**src/rtl/ctrl_sequencer.sv**
```systemverilog
// ctrl_sequencer
//   One-hot phase sequencer for the accumulate/clear loop. Each pass walks
//   LOAD -> DECIDE -> BODY1..BODYn -> WRITE. If clr_i is high in DECIDE, the
//   pass skips the body phases. Runs start from IDLE on start_i. A run ends
//   after the latched pass count, or after the current pass when stop_i is
//   seen in WRITE. hold_i freezes the whole machine.
//
// Ports
//   clk_i       clock, rising edge
//   reset_i     synchronous active-high reset
//   start_i     begin a run (IDLE only)
//   passes_i    pass count latched on start; 0 = run until stop
//   clr_i       skip body phases this pass (DECIDE only)
//   hold_i      stall: state, strobes, counter and target frozen
//   stop_i      finish after this pass (WRITE only)
//   s_o         one-hot strobes {WRITE, BODYn..BODY1, DECIDE, LOAD, IDLE}
//   busy_o      high outside IDLE
//   done_o      one-cycle pulse in the first IDLE cycle after the last WRITE
//   pass_cnt_o  passes completed in the current or last run
module ctrl_sequencer #(
   parameter int BODY   = 2,
   parameter int PASS_W = 8,
   parameter int NS     = BODY + 4
) (
   input  logic              clk_i,
   input  logic              reset_i,
   input  logic              start_i,
   input  logic [PASS_W-1:0] passes_i,
   input  logic              clr_i,
   input  logic              hold_i,
   input  logic              stop_i,
   output logic [NS-1:0]     s_o,
   output logic              busy_o,
   output logic              done_o,
   output logic [PASS_W-1:0] pass_cnt_o
);

   // State is kept as a phase index; the index equals the strobe bit number.
   localparam int SW = $clog2(NS);
   localparam logic [SW-1:0] ST_IDLE   = SW'(0);
   localparam logic [SW-1:0] ST_LOAD   = SW'(1);
   localparam logic [SW-1:0] ST_DECIDE = SW'(2);
   localparam logic [SW-1:0] ST_BODY1  = SW'(3);
   localparam logic [SW-1:0] ST_WRITE  = SW'(BODY + 3);

   logic [SW-1:0]     state_q, state_d;
   logic [NS-1:0]     s_q, s_d;
   logic              done_q, done_d;
   logic [PASS_W-1:0] pass_cnt_q, pass_cnt_d;
   logic [PASS_W-1:0] target_q, target_d;
   logic [PASS_W-1:0] cnt_inc;
   logic              last_pass;

   // State register
   always_ff @(posedge clk_i) begin
      if (reset_i) begin
         state_q    <= ST_IDLE;
         s_q        <= NS'(1);
         done_q     <= 1'b0;
         pass_cnt_q <= '0;
         target_q   <= '0;
      end else begin
         state_q    <= state_d;
         s_q        <= s_d;
         done_q     <= done_d;
         pass_cnt_q <= pass_cnt_d;
         target_q   <= target_d;
      end
   end

   // A zero target never matches, so such a run ends only on stop_i.
   assign cnt_inc   = pass_cnt_q + PASS_W'(1);
   assign last_pass = stop_i || ((target_q != '0) && (cnt_inc == target_q));

   // Next-state logic
   always_comb begin
      state_d    = state_q;
      pass_cnt_d = pass_cnt_q;
      target_d   = target_q;
      done_d     = 1'b0;
      if (!hold_i) begin
         case (state_q)
            ST_IDLE: begin
               if (start_i) begin
                  state_d    = ST_LOAD;
                  target_d   = passes_i;
                  pass_cnt_d = '0;
               end
            end
            ST_LOAD:   state_d = ST_DECIDE;
            ST_DECIDE: state_d = clr_i ? ST_WRITE : ST_BODY1;
            ST_WRITE: begin
               pass_cnt_d = cnt_inc;
               if (last_pass) begin
                  state_d = ST_IDLE;
                  done_d  = 1'b1;
               end else begin
                  state_d = ST_LOAD;
               end
            end
            // Body phases step by one; the last body phase lands on WRITE.
            // Unused encodings fall back to IDLE.
            default:   state_d = (state_q < ST_WRITE) ? state_q + SW'(1) : ST_IDLE;
         endcase
      end
   end

   // Strobes are registered so s_o comes straight from flops.
   always_comb begin
      s_d = '0;
      for (int i = 0; i < NS; i++) s_d[i] = (state_d == SW'(i));
   end

   // Output logic
   always_comb begin
      s_o        = s_q;
      busy_o     = ~s_q[0];
      done_o     = done_q & ~hold_i;
      pass_cnt_o = pass_cnt_q;
   end

endmodule

```
**config.mk**
```make
export PLATFORM = sky130hd
export DESIGN_NAME = ctrl_sequencer
export DESIGN_NICKNAME = d
export VERILOG_FILES = /design/src/rtl/ctrl_sequencer.sv
export SDC_FILE = /design/constraint.sdc
export NUM_CORES = 1
export LEC_CHECK = 0
export ABC_AREA = 1
export CAP_MARGIN = 40
export CORE_MARGIN = 3
export CORE_UTILIZATION = 46
export DETAILED_ROUTE_END_ITERATION = 16
export PLACE_DENSITY_LB_ADDON = 0.25
export SYNTH_ARGS = -nofsm -noshare
export SYNTH_HDL_FRONTEND = slang
export SYNTH_SLANG_ARGS = --single-unit
```
**constraint.sdc**
```tcl
create_clock -name clk_i -period 1.6 [get_ports clk_i]
set_input_delay 0.16 -clock clk_i [delete_from_list [all_inputs] [get_ports clk_i]]
set_output_delay 0.16 -clock clk_i [all_outputs]
set_load 0.1 [all_outputs]
```
After elaboration in Yosys (flattened, before gate mapping)
Index checks and enable logic that the tools add are counted.

Add/sub/neg operators: 2. Order comparisons: 1. Equality and inequality tests: 10. Mux-type cells: 9. Bitwise gates (word level): 4. Reduce and logical (&&, ||, !) cells: 9.

Operators by type and width (number): $pmux 8 s2 (1); $mux 3 (4); $pmux 3 s4 (1); $eq 3x2->1 const B (3); $eq 3x3->1 const B (3); $add 8x1->8 const B (1); $eq 8x8->1 (1); $mux 8 (1); $reduce_bool 8->1 (1); $eq 3x1->1 const B (2); $logic_not 3->1 (2); $reduce_and 3->1 (2); $add 3x1->3 const B (1); $lt 3x3->1 const B (1); $not 1->1 (3); $reduce_or 3->1 (1); $mux 1 (2); $ne 2x2->1 const B (1); $reduce_bool 2->1 (1); $and 1x1->1 (1); $logic_and 1x1->1 (1); $logic_or 1x1->1 (1).

Bits in registers: 26. Input port bits: 14. Logic and storage cells: 40.

Longest topological paths before layout
Gate-level depths: netlist of the first run.

Depth after elaboration: 8. Depth in mapped cells: 17. Depth with buffers taken out: 17.

Least setup slack after synthesis of the first run
No wires, ideal clock.

Path kind: register to register. From: register pass_cnt_q[0] (netlist: pass_cnt_o[0]). To: register s_q[0] (netlist: s_o[0]). Library setup time: 0.109 ns. Arrival time: 2.413 ns. Slack: -0.922 ns. Cell stages (with the launch flop): 17. Path buffers: 0. Cells stage by stage: dfxtp_1 > ha_1 > nand3_1 > nor2_1 > nand2_1 > nand2_1 > nand2_1 > nand2_1 > nor2_2 > nand3_2 > nand3_2 > nand2_1 > nand2_1 > nand2_2 > nand3_2 > nand2_1 > inv_1.

Word-level cells in the longest chain between the ends: 8.

Ends and longest elaborated chain: start, declared (RTL line 49) `logic [PASS_W-1:0] pass_cnt_q, pass_cnt_d;`; start signal, assigned (RTL line 66) `pass_cnt_q <= pass_cnt_d;`; $add 8x1->8 (RTL line 72) `assign cnt_inc = pass_cnt_q + PASS_W'(1);`; $eq 8x8->1 (RTL line 73) `assign last_pass = stop_i || ((target_q != '0) && (cnt_inc == target_q));`; $logic_and 1x1->1 (RTL line 73); $logic_or 1x1->1 (RTL line 73); $mux 1 (RTL line 94) `if (last_pass) begin`; $pmux 3 s4 (RTL line 82) `case (state_q)`; $mux 3 (RTL line 81) `if (!hold_i) begin`; $logic_not 3->1 (RTL line 111) `for (int i = 0; i < NS; i++) s_d[i] = (state_d == SW'(i));`; end signal, assigned (RTL line 58) `s_q <= NS'(1);`; end signal, assigned (RTL line 64) `s_q <= s_d;`; end, declared (RTL line 47) `logic [NS-1:0] s_q, s_d;`.

No other way between the ends. A chain may end at the register's enable or synchronous reset.

Worst setup path in the final report of the first run
Same ends and word-level chain as after synthesis.

==> summary.md, run 1 <==
| Metric | Value |
|---|---|
| Run status | `complete, but fails checks` |
| Failing checks | `negative setup slack` |
| Cell area after synthesis | `about 1500 um2` |
| Routed wl met3 | `248 um` |
| Power share of the clock group | `0.256` |
| Number of synthesized flops with an enable pin | `0` |
| Largest net degree at the start of global routing | `16` |
| Pwr dens | `about 700 nW/um2` |
| Most frequent cells after synthesis | `57 x nand2_1, 32 x inv_1, 26 x dfxtp_1` |
| Post-Synth XOR/XNOR Area | `0.0211` |
| Crit path cell chain | `buf_4, inv_2, nor2_4, nand2_1, nand2_1, nand3_1, nand2_1, nor2_2, nand3_2, nand3_2, nand2_1, nand2_1, nand2_2, nand3_2, nand2_1, inv_1` |
| H-tree level count | `1` |
| Cell repeated most along the worst path | `nand2_1` |
| Largest voltage drop on the vdd net | `~440 uV` |
| Hold_buf cts | `0` |
| Buffers from clock root to sink, at most | `2` |
| Simple-gate share of the synthesized area | `0.339` |
| Number of different library cells in the post-synthesis netlist | `23` |
| Endpoint, Worst Hold | `done_q$_SDFF_PP0_` |
| Vias in the first global route | `approximately 1500` |
| Number of antenna diodes | `0` |
| Final setup violation count | `7` |
| Chip Width | `62.7 um` |
| Final routed DRC violation total | `0` |
| Sw Share | `0.329` |
| Final hold vios | `0` |
| Post-synth top flop | `dfxtp_1` |
| Final weighted congestion in routability-driven placement | `approximately 0.9` |
| Hold Path Depth | `3` |
| Worst-Margin Slew | `about 360 ps` |
| Standard cell area after detailed placement | `about 2200 um2` |
| Iteration-0 DRC count of the detailed router | `114` |
| Top Layer Used | `met4` |
| TritonCTS clock tree | `yes` |
| Crit Reg-Reg Startpoint | `pass_cnt_o[0]$_SDFFE_PP0P_` |
| Combinational family with the most area after synthesis | `simple AND/OR/NAND/NOR gates` |
| Clock root buffer master | `clkbuf_4` |
| Share of synthesized flip-flops with an asynchronous set or reset | `0` |
| RSZ-0062 raised after global routing | `true` |
| Wire length reported by the detailed router | `3880 um` |
| Via density | `4.92` |
| Cell taking the most area after synthesis | `dfxtp_1` |
| Post-placement setup slack | `-110 ps` |
| Sequential area share after synthesis | `0.352` |
| Antenna violations before repair | `0` |
| TritonCTS Buffers | `3` |
| LEAKAGE | `1.00 nW` |
| Global-route wire length before repair | `about 6500 um` |
| Share of cells above drive strength 1 | `0.315` |
| Total die area | `3930 um2` |
| Final Net Count | `299` |
| Overall overflow remaining after global route | `0` |
| Type of the tightest min-delay check | `in2reg` |
| Worst path slowest cell | `dfxtp_4` |
| Routed length on met1 | `approximately 1700 um` |
| Portion of the clock cycle consumed by the worst path in the final layout | `1.10` |
| Crit path required time | `about 1900 ps` |
| Routed len/inst | `12.1 um` |
| Area growth, synth to finish | `53.3%` |
| Worst setup slack after layout | `-162 ps` |
| Clock Pin Slew Worst Setup and Hold Paths | `about 150 ps` |
| Ranking of synthesized cells by area | `dfxtp_1 35%, nand2_1 14%, inv_1 8.1%` |
| Worst setup path startpoint | `pass_cnt_o[0]$_SDFFE_PP0P_` |
| Via count | `between 1500 and 2000` |
| Filler cells | `roughly 220` |
| Synthesized netlist net count | `243` |
| Most frequently used cell type in the post-synthesis netlist | `nand2_1` |
| Beginning of the worst hold path | `stop_i` |
| Worst Path Max Fanout | `5` |
| Final antenna-violating net count | `0` |
| Number of flip-flops and latches in the synthesized netlist | `26` |
| Total of warnings raised by yosys | `0` |
| Achievable frequency | `between 0.5 and 0.6 GHz` |
| Depth of the worst register-to-register path | `16` |
| Capturing point of the worst reg2reg path | `s_o[0]$_SDFF_PP1_` |
| Worst Path Arrival | `approximately 2000 ps` |
| Mean area per synthesized cell | `roughly 6.6 um2` |
| Min cycle time layout | `1760 ps` |
| Global router's overall resource usage | `0.203` |
| Net load switching power | `around 0.51 mW` |
| Metal2 WL | `1830 um` |
| Internal power contribution | `around 1.0 mW` |
| Minimum setup slack among reg-to-reg paths | `-160 ps` |
| Clk sinks | `26` |
| Critical Path Max Stage Delay | `just under 400 ps` |
| Kind of critical path | `reg2reg` |
| Complex-gate fraction of the synthesized area | `0.132` |
| Max-slew violations | `0` |
| Setup Skew | `a little over 6 ps` |
| Area of the core | `2900 um2` |
| Gate count after technology mapping | `roughly 220` |
| Multiplexer share of the synthesized area | `0` |
| Aggregate negative setup slack | `-932 ps` |
| Post-synth top area share | `0.352` |
| Category of the worst setup path capture point | `register` |
| Relative contribution of sequential cells to total power | `0.450` |
| Floorplan die height | `around 63 um` |
| Total of buffers placed on input and output ports | `29` |
| Post-Synth Adder-Cell Area | `0.0423` |
| Iteration count of the initial detailed-routing pass | `4` |
| Worst slew margin relative to its limit | `0.759` |
| Placed wire-length estimate after detailed placement | `2970 um` |
| Initial cell density of the core | `0.510` |
| Worst-Skew Late Latency | `between 300 and 400 ps` |
| Sort of element at the start of the critical path | `register` |
| Cell area after layout | `between 2000 and 2500 um2` |
| IO Pins | `30` |
| Row cnt | `19` |
| Proportion of power drawn by combinational gates | `0.294` |
| Max_cap viols | `0` |
## final cells by class
cell class | instances | area, um2 | area share
multi-input cells | 157 | 833 | 0.367
repair buffers | 55 | 646 | 0.284
flip-flops and latches | 26 | 548 | 0.241
inverters | 37 | 143 | 0.0628
well taps | 42 | 52.6 | 0.0232
clock buffers | 4 | 47.5 | 0.0209
## sequential cells by signal (all words and copies together) (netlist names)
register,flops
target_q,8
state_q,3
done_q,1
s_o,6
pass_cnt_o,8
## layer usage
metal | GRT usage | up-vias
met5 | 0 | -
met4 | 0.0826 | 0
met3 | 0.0450 | 8
met2 | 0.320 | 60
met1 | 0.268 | 694
li1 | - | 817
## power groups by stage
stage	combinational [mW]	clock (mW)	sequential (mW)
floorplan	0.198	0	0.791
finish	0.456	0.398	0.699
detailed placement	0.447	0	0.713
CTS	0.451	0.401	0.698
global placement	0.441	0	0.711
global route	0.492	0.435	0.705
## layout by cell type, fill, tap and decap left out, drive strengths merged
cell type and count:
a21oi 20, a31oi 2, buf 42, clkbuf 4
clkdlybuf4s50 13, clkinv 1, clkinvlp 1, dfxtp 26
ha 5, inv 35, nand2 66, nand3 19
nand4 1, nor2 24, nor3 2, o211ai 1
o21ai 15, xnor3 1, xor2 1
## critical path, delay by kind of cell (launching register included)
| kind | cells | cell delay (ps) |
|---|---|---|
| DFF | 1 | 390 |
| buffers and inverters | 3 | 190 |
| and+or+nand+nor | 13 | 1080 |
## cells by family after synthesis
group                      Yosys count
adders and majority gates            5
xor gates and xnor gates             2
AOI/OAI and AO/OA                   38
DFF                                 26
and+or+nand+nor                    112
buffers and inverters               41
## per-stage QoR
step / std cells / hold slack (ps) / util / total power, mW
after detailed placement: 314 / 489 / 0.750 / 1.16
after global placement: 314 / 476 / 0.750 / 1.15
final: 321 / 428 / 0.783 / 1.55
after floorplan: 224 / 329 / - / 0.989
after global routing: 321 / 450 / 0.783 / 1.63
after CTS: 320 / 435 / 0.776 / 1.55
## how the worst max path moves through the flow
stage                                 end  slack (ps)  depth (start not counted)
floorplan               s_o[3]$_SDFF_PP0_        -220                         16
detailed placement  state_q[0]$_SDFF_PP0_        -110                         16
global route            s_o[0]$_SDFF_PP1_        -330                         17
finish                  s_o[0]$_SDFF_PP1_        -160                         16
CTS                     s_o[0]$_SDFF_PP1_        -110                         17
global placement        s_o[1]$_SDFF_PP0_         -60                         16
## repair_timing
action | 4_1_cts | 5_1_grt
setup buffers | 2 | 1
setup endpoints to repair | 8 | 16
gates cloned | 0 | 0
pin swaps | 2 | 6
gates resized for setup | 4 | 7
(Power assumes the default switching activity.)
==> run 2: changes to the inputs <==
- TNS_END_PERCENT: default -> 1
==> run 2 against run 1 <==
  * The run still ends with negative setup slack left
  * Design area shrank 1.3%
  * Non-clock buffer count decreased by 2
  * Clock skew down 2.1 ps
  * Utilization down 1.0 points
  * Routed wire length shrank 5.7%
  * Setup slack better by 27 ps
  * Sequential share of layout area rose by 0.27 points
  * Critical path depth is 1 higher
  * Highest routed layer unchanged
  * Largest power group unchanged
  * Maximum frequency grew 1.5%
  * Cell count is 0.62% lower
  * First-iteration DRC count fell by 23%
  * Register-to-register slack improved by 30 ps
==> summary.md, run 2 (same netlist as run 1, synthesis figures left out) <==
| Metric | Value |
|---|---|
| Final hold vios | `0 (unchanged)` |
| Pwr dens | `722 nW/um2 (was 684 nW/um2)` |
| Hold Path Depth | `3 (unchanged)` |
| Critical Path Max Stage Delay | `400 ps (was 390 ps)` |
| Instance count after placement with tap cells included | `314 (unchanged)` |
| Final antenna-violating net count | `0 (unchanged)` |
| Post-Layout Cell Count | `319 (was 321)` |
| IO Pins | `30 (unchanged)` |
| Max_cap viols | `0 (unchanged)` |
| Endpoint, Worst Hold | `done_q$_SDFF_PP0_ (unchanged)` |
| Global router's overall resource usage | `0.200 (was 0.203)` |
| RSZ-0062 raised after global routing | `true (unchanged)` |
| LEAKAGE | `0.982 nW (was 1.00 nW)` |
| Most frequent cells in the layout | `56 x nand2_1, 30 x inv_1, 24 x buf_4 (was 55 x nand2_1, 27 x inv_1, 26 x buf_4)` |
| Share of cells above drive strength 1 | `0.289 (was 0.315)` |
| Iteration-0 DRC count of the detailed router | `88 (was 114)` |
| Sort of element at the start of the critical path | `register (unchanged)` |
| TritonCTS clock tree | `yes (unchanged)` |
| Aggregate negative setup slack | `-796 ps (was -932 ps)` |
| Area of the multi-input gates | `818 um2 (was 833 um2)` |
| Initial cell density of the core | `0.510 (unchanged)` |
| Largest net degree at the start of global routing | `16 (unchanged)` |
| Depth of the worst register-to-register path | `17 (was 16)` |
| Total die area | `3930 um2 (unchanged)` |
| Hold_buf cts | `0 (unchanged)` |
| Final Net Count | `297 (was 299)` |
| Number of antenna diodes | `0 (unchanged)` |
| Chip Width | `62.7 um (unchanged)` |
| Min cycle time layout | `1740 ps (was 1760 ps)` |
| Worst Path Max Fanout | `4 (was 5)` |
| Cell repeated most along the worst path | `nand2_1 (unchanged)` |
| Cell area after layout | `2240 um2 (was 2270 um2)` |
| Post-placement setup slack | `-103 ps (was -110 ps)` |
| Hold WS | `422 ps (was 428 ps)` |
| Setup Skew | `4.12 ps (was 6.23 ps)` |
| Largest voltage drop on the vdd net | `830 uV (was 437 uV)` |
| Kind of critical path | `reg2reg (unchanged)` |
| Row cnt | `19 (unchanged)` |
| Clock root buffer master | `clkbuf_4 (unchanged)` |
| Overall overflow remaining after global route | `0 (unchanged)` |
| Clock Pin Slew Worst Setup and Hold Paths | `150 ps (about the same)` |
| Area growth, synth to finish | `51.3% (was 53.3%)` |
| Most common cell after layout, fill and taps aside | `nand2_1 (unchanged)` |
| Floorplan die height | `62.7 um (unchanged)` |
| Via density | `4.92 (about the same)` |
| Failing checks | `negative setup slack (unchanged)` |
| Total of buffers placed on input and output ports | `29 (unchanged)` |
| Crit path required time | `1900 ps (was 1850 ps)` |
| Buffers from clock root to sink, at most | `2 (unchanged)` |
| H-tree level count | `1 (unchanged)` |
| Antenna violations before repair | `0 (unchanged)` |
| Global-route wire length before repair | `6430 um (was 6500 um)` |
| Crit path cell chain | `ha_4, nand2_2, nor2_2, nand2_1, nand2_2, nand2_1, nand2_1, nand2_1, nor2_2, nand3_2, nand3_2, nand2_1, nand2_1, nand2_2, nand3_2, nand2_1, inv_1 (was buf_4, inv_2, nor2_4, nand2_1, nand2_1, nand3_1, nand2_1, nor2_2, nand3_2, nand3_2, nand2_1, nand2_1, nand2_2, nand3_2, nand2_1, inv_1)` |
| Worst slew margin relative to its limit | `0.751 (was 0.759)` |
| Wire length reported by the detailed router | `3660 um (was 3880 um)` |
| Placed wire-length estimate after detailed placement | `2850 um (was 2970 um)` |
| Final weighted congestion in routability-driven placement | `0.894 (was 0.891)` |
| Final setup violation count | `7 (unchanged)` |
| TritonCTS Buffers | `3 (unchanged)` |
| Worst-Skew Late Latency | `340 ps (was 330 ps)` |
| Beginning of the worst hold path | `stop_i (unchanged)` |
| Routed len/inst | `11.5 um (was 12.1 um)` |
| Vias in the first global route | `1494 (was 1451)` |
| Filler cells | `220 (was 221)` |
| Area taken by flip-flops and latches | `547 um2 (was 548 um2)` |
| Run status | `complete, but fails checks (unchanged)` |
| Category of the worst setup path capture point | `register (unchanged)` |
| Capturing point of the worst reg2reg path | `s_o[0]$_SDFF_PP1_ (unchanged)` |
| Final routed DRC violation total | `0 (unchanged)` |
| Overall power | `1.62 mW (was 1.55 mW)` |
| Worst setup slack after layout | `-135 ps (was -162 ps)` |
| Worst Path Arrival | `2030 ps (was 2010 ps)` |
| Max-slew violations | `0 (unchanged)` |
| Area of the core | `2900 um2 (unchanged)` |
| Worst path slowest cell | `dfxtp_4 (unchanged)` |
| Worst-Margin Slew | `373 ps (was 361 ps)` |
| Crit Reg-Reg Startpoint | `pass_cnt_o[1]$_SDFFE_PP0P_ (was pass_cnt_o[0]$_SDFFE_PP0P_)` |
| Achievable frequency | `0.576 GHz (was 0.568 GHz)` |
| Type of the tightest min-delay check | `in2reg (unchanged)` |
| Utilization after layout | `0.772 (was 0.783)` |
| Portion of the clock cycle consumed by the worst path in the final layout | `1.08 (was 1.10)` |
| Iteration count of the initial detailed-routing pass | `4 (unchanged)` |
| Clk sinks | `26 (unchanged)` |
| Standard cell area after detailed placement | `2170 um2 (was 2180 um2)` |
| Via count | `1570 (was 1579)` |
| Minimum setup slack among reg-to-reg paths | `-140 ps (was -160 ps)` |
## run 2: cell types whose count changed in the layout (fill, tap and decap cells not counted), sizes merged
cell and delta:
clkinvlp -1, buf -2, bufinv +1, clkbuf -1, inv +1
## run 2: final cells by class
class / count / area share
repair buffers: 53 / 0.282
inverters: 37 / 0.0620
flip-flops and latches: 26 / 0.244
clock buffers: 3 / 0.0101
well taps: 42 / 0.0235
multi-input cells: 157 / 0.365
clock inverters: 1 / 0.0134
## run 2: timing repair
| item | 4_1_cts | 5_1_grt |
|---|---|---|
| resized for setup | 3 | 3 |
| setup buffers | 1 | 0 |
| setup endpoints to repair | 9 | 12 |
| pin swaps | 0 | 2 |
## run 2: worst max-delay path by stage
stage	startpoint	endpoint	slack [ps]	cells after the start
after global routing	pass_cnt_o[1]$_SDFFE_PP0P_	s_o[0]$_SDFF_PP1_	-330	17
after detailed placement	state_q[1]$_SDFF_PP0_	s_o[2]$_SDFF_PP0_	-100	10
final	pass_cnt_o[1]$_SDFFE_PP0P_	s_o[0]$_SDFF_PP1_	-140	17
after CTS	pass_cnt_o[0]$_SDFFE_PP0P_	s_o[0]$_SDFF_PP1_	-120	17
after global placement	state_q[1]$_SDFF_PP0_	s_o[2]$_SDFF_PP0_	-60	10
after floorplan	pass_cnt_o[1]$_SDFFE_PP0P_	s_o[3]$_SDFF_PP0_	-220	16
## run 2: critical path, delay by kind of cell, from the launching register on
kind / cells / cell delay (ps)
adders and majority gates: 1 / 160
and+or+nand+nor: 15 / 1070
DFF: 1 / 400
buffers and inverters: 1 / 50
## run 2: routing by layer
| layer | part of all wire | wire, um | global-route usage | vias to the layer above |
|---|---|---|---|---|
| met4 | 0.013 | 47 | 0.0689 | 0 |
| met2 | 0.49 | 1790 | 0.337 | 43 |
| li1 | - | - | - | 815 |
| met3 | 0.051 | 186 | 0.0324 | 5 |
| met5 | 0 | 0 | 0 | - |
| met1 | 0.45 | 1630 | 0.259 | 707 |
## run 2: where the power goes
part	total, mW	switching, mW	internal (mW)
Clock	0.467	0.213	0.254
Combinational	0.452	0.277	0.176
Sequential	0.697	0.0248	0.672
==> RTL change 1 (settings of run 1) <==
`BODY`: 2 -> 4.
--- a/src/rtl/ctrl_sequencer.sv
+++ b/src/rtl/ctrl_sequencer.sv
@@ -18,7 +18,7 @@
 //   done_o      one-cycle pulse in the first IDLE cycle after the last WRITE
 //   pass_cnt_o  passes completed in the current or last run
 module ctrl_sequencer #(
-   parameter int BODY   = 2,
+   parameter int BODY   = 4,
    parameter int PASS_W = 8,
    parameter int NS     = BODY + 4
 ) (
Interface: changed (resized s_o); port bits go from 30 to 32. No check against the original RTL was run, so the function may have changed too.
==> RTL change 1 against run 1 <==
- the flow still finishes with violations (setup timing)
- clock power increased by 20%
- non-clock buffer count increased by 11
- highest routed layer unchanged
- area after synthesis increased by 5.2%
- setup slack got worse by 0.16 ns
- total power increased by 29%
- design area increased by 18%
- routed wire length increased by 31%
- sequential cell count increased by 2
- count of clock-buffer cells in the layout decreased by 1
==> RTL change 1: results (changes against run 1) <==
Run status
The flow ran to the end, but the final reports show violations. The final reports fail on setup timing.

Final layout
The number of nets in the final layout is 312 (+4.3%).

STA
The worst clock skew on the final layout is 0.00330 ns (-0.00294 ns). The worst-case headroom to the max-slew limit is 80.7% (+4.8 points). The slack of the critical path is -0.324 ns (-0.162 ns). The number of endpoints failing setup at the final stage is 12 (+5). The worst slack on hold paths came to 0.422 ns (-0.00642 ns).

The total negative slack for setup checks is -2.97 ns (-2.04 ns).

Drt
The sum of met3 wire segment lengths after detailed routing was 294 um (+19%). The average vias per placed instance is 5.33 (+8.4%). The average wire per standard cell was 15.2 um (+26%).

Placement
The count of buffers inserted at the top-level ports came to 31 (+6.9%). The cell area after placement is 2340 um2 (+7.6%). The worst slack after detailed placement is -0.205 ns (-0.0944 ns). The half-perimeter wire length of the detailed placement result is 3.01 mm (+1.2%). The cell total after placement is 324 (+3.2%).

Synth
The sequential fraction of the synthesis area is 36.0% (+0.82 points). The net count of the mapped netlist is 246 (+1.2%).

Critical path
In this run the critical register-to-register path is captured at s_o[2]. In this run the critical register-to-register path is launched from pass_cnt_o[1].

Power
The leakage power figure was 1.12 nW (+12%). The switching part of the total power came to 35.1% (+2.2 points).

GRT
The maximum number of pins on one net before global-route repair is 17 (+1). The number of global-route vias before repair came to 1656 (+14%).
## RTL change 1: changes by cell type in the layout (fill, tap and decap cells not counted), sizes merged, moves of 2 or more
cell,before,now
buf,42,53
a31oi,2,0
nand3,19,23
o21ai,15,12
dfxtp,26,28
## RTL change 1: what timing repair did
item | 4_1_cts | 5_1_grt
pin swaps | 11 | 33
setup buffers | 6 | 5
setup endpoints to repair | 18 | 19
endpoints found under the hold margin | 0 | 0
resized for setup | 31 | 44
## RTL change 1: how the worst min path moves through the flow
stage | startpoint | endpoint
floorplan | stop_i | done_q
global placement | target_q[4] | target_q[4]
detailed placement | target_q[4] | target_q[4]
CTS | passes_i[0] | target_q[0]
global route | passes_i[6] | target_q[6]
finish | passes_i[1] | target_q[1]
## RTL change 1: power groups by stage
stage	Combinational (mW)	Clock, mW	Sequential [mW]
2_1_floorplan	0.248	0	0.879
4_1_cts	0.666	0.486	0.764
3_3_place_gp	0.587	0	0.773
6_report	0.750	0.479	0.768
5_1_grt	0.793	0.503	0.772
3_5_place_dp	0.597	0	0.776
## RTL change 1: final cells by class
cell class | count | area (um2) | share of cell area (%)
clock inverters | 1 | 30.0 | 1.12
flip-flops and latches | 28 | 592 | 22.1
repair buffers | 66 | 787 | 29.3
clock buffers | 3 | 22.5 | 0.840
inverters | 36 | 146 | 5.46
well taps | 44 | 55.1 | 2.05
multi-input cells | 157 | 1050 | 39.1
## RTL change 1: kinds of logic (layout without fill, tap and decap cells)
logic type	after synthesis	after routing	share of synthesized area (%)
fa+ha+maj	6	6	4.82
simple gates	114	114	34.5
buf+inv	41	106	10.2
compound gates	33	33	11.2
flops	28	28	36.0
xor+xnor	4	4	3.21
## RTL change 1: worst register-to-register path, cell delays in order, from the launching register on
cell	delay [ns]
sky130_fd_sc_hd__dfxtp_4	0.40
sky130_fd_sc_hd__ha_4	0.27
sky130_fd_sc_hd__inv_2	0.03
sky130_fd_sc_hd__nand2_1	0.04
sky130_fd_sc_hd__nand2_1	0.04
sky130_fd_sc_hd__nor2_1	0.09
sky130_fd_sc_hd__nand2_1	0.08
sky130_fd_sc_hd__nor2_1	0.13
sky130_fd_sc_hd__nand2_1	0.11
sky130_fd_sc_hd__nor2_4	0.10
sky130_fd_sc_hd__nand3_2	0.11
sky130_fd_sc_hd__nand3_2	0.09
sky130_fd_sc_hd__nand2_2	0.06
sky130_fd_sc_hd__nand2_4	0.09
sky130_fd_sc_hd__nand3_2	0.09
sky130_fd_sc_hd__nor2_1	0.15
## RTL change 1: layer usage
metal	track usage (%)	vias to the layer above
met2	39.4	76
met4	8.97	0
met3	5.10	29
met1	25.5	833
met5	0	-
li1	-	849
==> RTL change 2 (config.mk and constraints of run 1) <==
Without the edit above. Make the reset (`reset_i`) asynchronous in one clocked block. Comments in the files are not updated.
--- a/src/rtl/ctrl_sequencer.sv
+++ b/src/rtl/ctrl_sequencer.sv
@@ -52,7 +52,7 @@
    logic              last_pass;
 
    // State register
-   always_ff @(posedge clk_i) begin
+   always_ff @(posedge clk_i or posedge reset_i) begin
       if (reset_i) begin
          state_q    <= ST_IDLE;
          s_q        <= NS'(1);
Check against the original RTL: differs if reset_i is asserted again (counterexample within 4 cycles, from zero or initial values and one cycle with reset_i high); with reset_i held inactive, the same outputs for 10 cycles.
==> RTL change 2 against run 1 <==
- routed wire length rose by 4.3%
- first-iteration DRC count fell by 38%
- setup slack got worse by 0.26 ns
- sequential cell count did not move
- non-clock buffer count rose by 5
- design area rose by 2.6%
- the flow still finishes with violations (setup timing)
- area after synthesis fell by 1.4%
Power is left out: it rests on default switching activity, and per cell area and clock period it moved more than threefold.
==> RTL change 2: results (changes against run 1) <==
Critical path
The biggest cell delay along the critical path is 0.52 ns (+0.13 ns). The maximum net fanout on the critical path is 3 (-2). The slowest stage of the critical path is the sky130_fd_sc_hd__dfrtp_4 cell.

The endpoint arrival time on the critical path is 2.30 ns (+0.29 ns).

Drt
The wire length the detailed router placed on met1 is 1.79 mm (+2.9%). The routed wire length is 4.04 mm (+4.3%). The sum of met3 wire segment lengths after detailed routing is 203 um (-18%).

The initial detailed-routing violation count is 71 (-38%).

Synth
Counting instances in the post-synthesis netlist gives the leading cell types as sky130_fd_sc_hd__nand2_1, sky130_fd_sc_hd__inv_1, sky130_fd_sc_hd__nor2_1, sky130_fd_sc_hd__dfrtp_1, sky130_fd_sc_hd__nand3_1. The sequential fraction of the synthesis area is 44.6% (+9.5 points). The share of flip-flops with an asynchronous set or reset after synthesis came to 100% (+100 points). The average cell area after synthesis is 7.34 um2 (+11%). By area the synthesized netlist is led by sky130_fd_sc_hd__dfrtp_1, sky130_fd_sc_hd__nand2_1, sky130_fd_sc_hd__inv_1.

GRT
The total track usage is 19.7% (-0.61 points). The number of global-route vias before repair is 1437 (-0.96%). The first-pass GRT wire length was 6.29 mm (-3.3%). The fraction of met2 tracks used by global routing was 31.7% (-0.24 points).

Final layout
The final-layout fill cell count is 198 (-10%). The post-route non-filler standard cell count is 304 (-5.3%). The multi-input combinational gate total is 140 (-11%).

The final sequential cell count is 26 (unchanged). The fraction of standard cell area in multi-input logic is 32.9% (-3.8 points). The footprint of the flip-flops and latches is 671 um2 (+22%). The number of nets in the final layout is 282 (-5.7%). The layout buffer count excluding clock buffers is 60 (+9.1%). The count of non-CTS inverters in the layout is 32 (-14%). The final-layout clock-cell area share is 1.56% (-0.54 points).

Placement
The weighted congestion reported at the end of routability-driven placement was 0.861 (-3.4%). The cell area after placement came to 2210 um2 (+1.4%).

Floorplanning
The width of the die is 62.3 um (-0.61%).

Hold path
The worst min-delay path class is input pin to async pin.

Run status
The final reports fail on setup timing. The run finished, with violations left.

STA
The worst-case headroom to the max-slew limit is 78.1% (+2.2 points). The slack of the critical path is -0.422 ns (-0.260 ns). The number of endpoints failing setup at the final stage is 12 (+5). The worst clock skew on the final layout was 0.00207 ns (-0.00416 ns).

CTS
The post-CTS setup-driven buffer insertion count is 0 (-2).
## RTL change 2: cell count changes after synthesis, sizes merged, moves of 3 or more
cell and delta:
a21oi -8, dfrtp +25, dfxtp -26, inv -5, nand2 -13, nand3 -3, nand4 +3, nor2 +9
o21ai -8, o22ai +5
## RTL change 2: path summary, 6_finish.rpt
path	from	endpoint	slack, ns	cells past startpoint
max	pass_cnt_o[0]	s_o[0]	-0.42	17
min	reset_i	target_q[2]	0.16	3
max reg2reg	pass_cnt_o[0]	s_o[0]	-0.42	17
min reg2reg	target_q[3]	target_q[3]	0.57	2
max in group asynchronous	reset_i	s_o[0]	1.15	3
min in group clk_i	passes_i[1]	target_q[1]	0.38	3
## RTL change 2: kinds of logic after synthesis
group,synth area share [%]
flip-flops,44.6
AND/OR/NAND/NOR,31.8
buffers and inverters,8.48
AO/OA/AOI/OAI,10.8
adder cells (fa/ha/maj),4.28
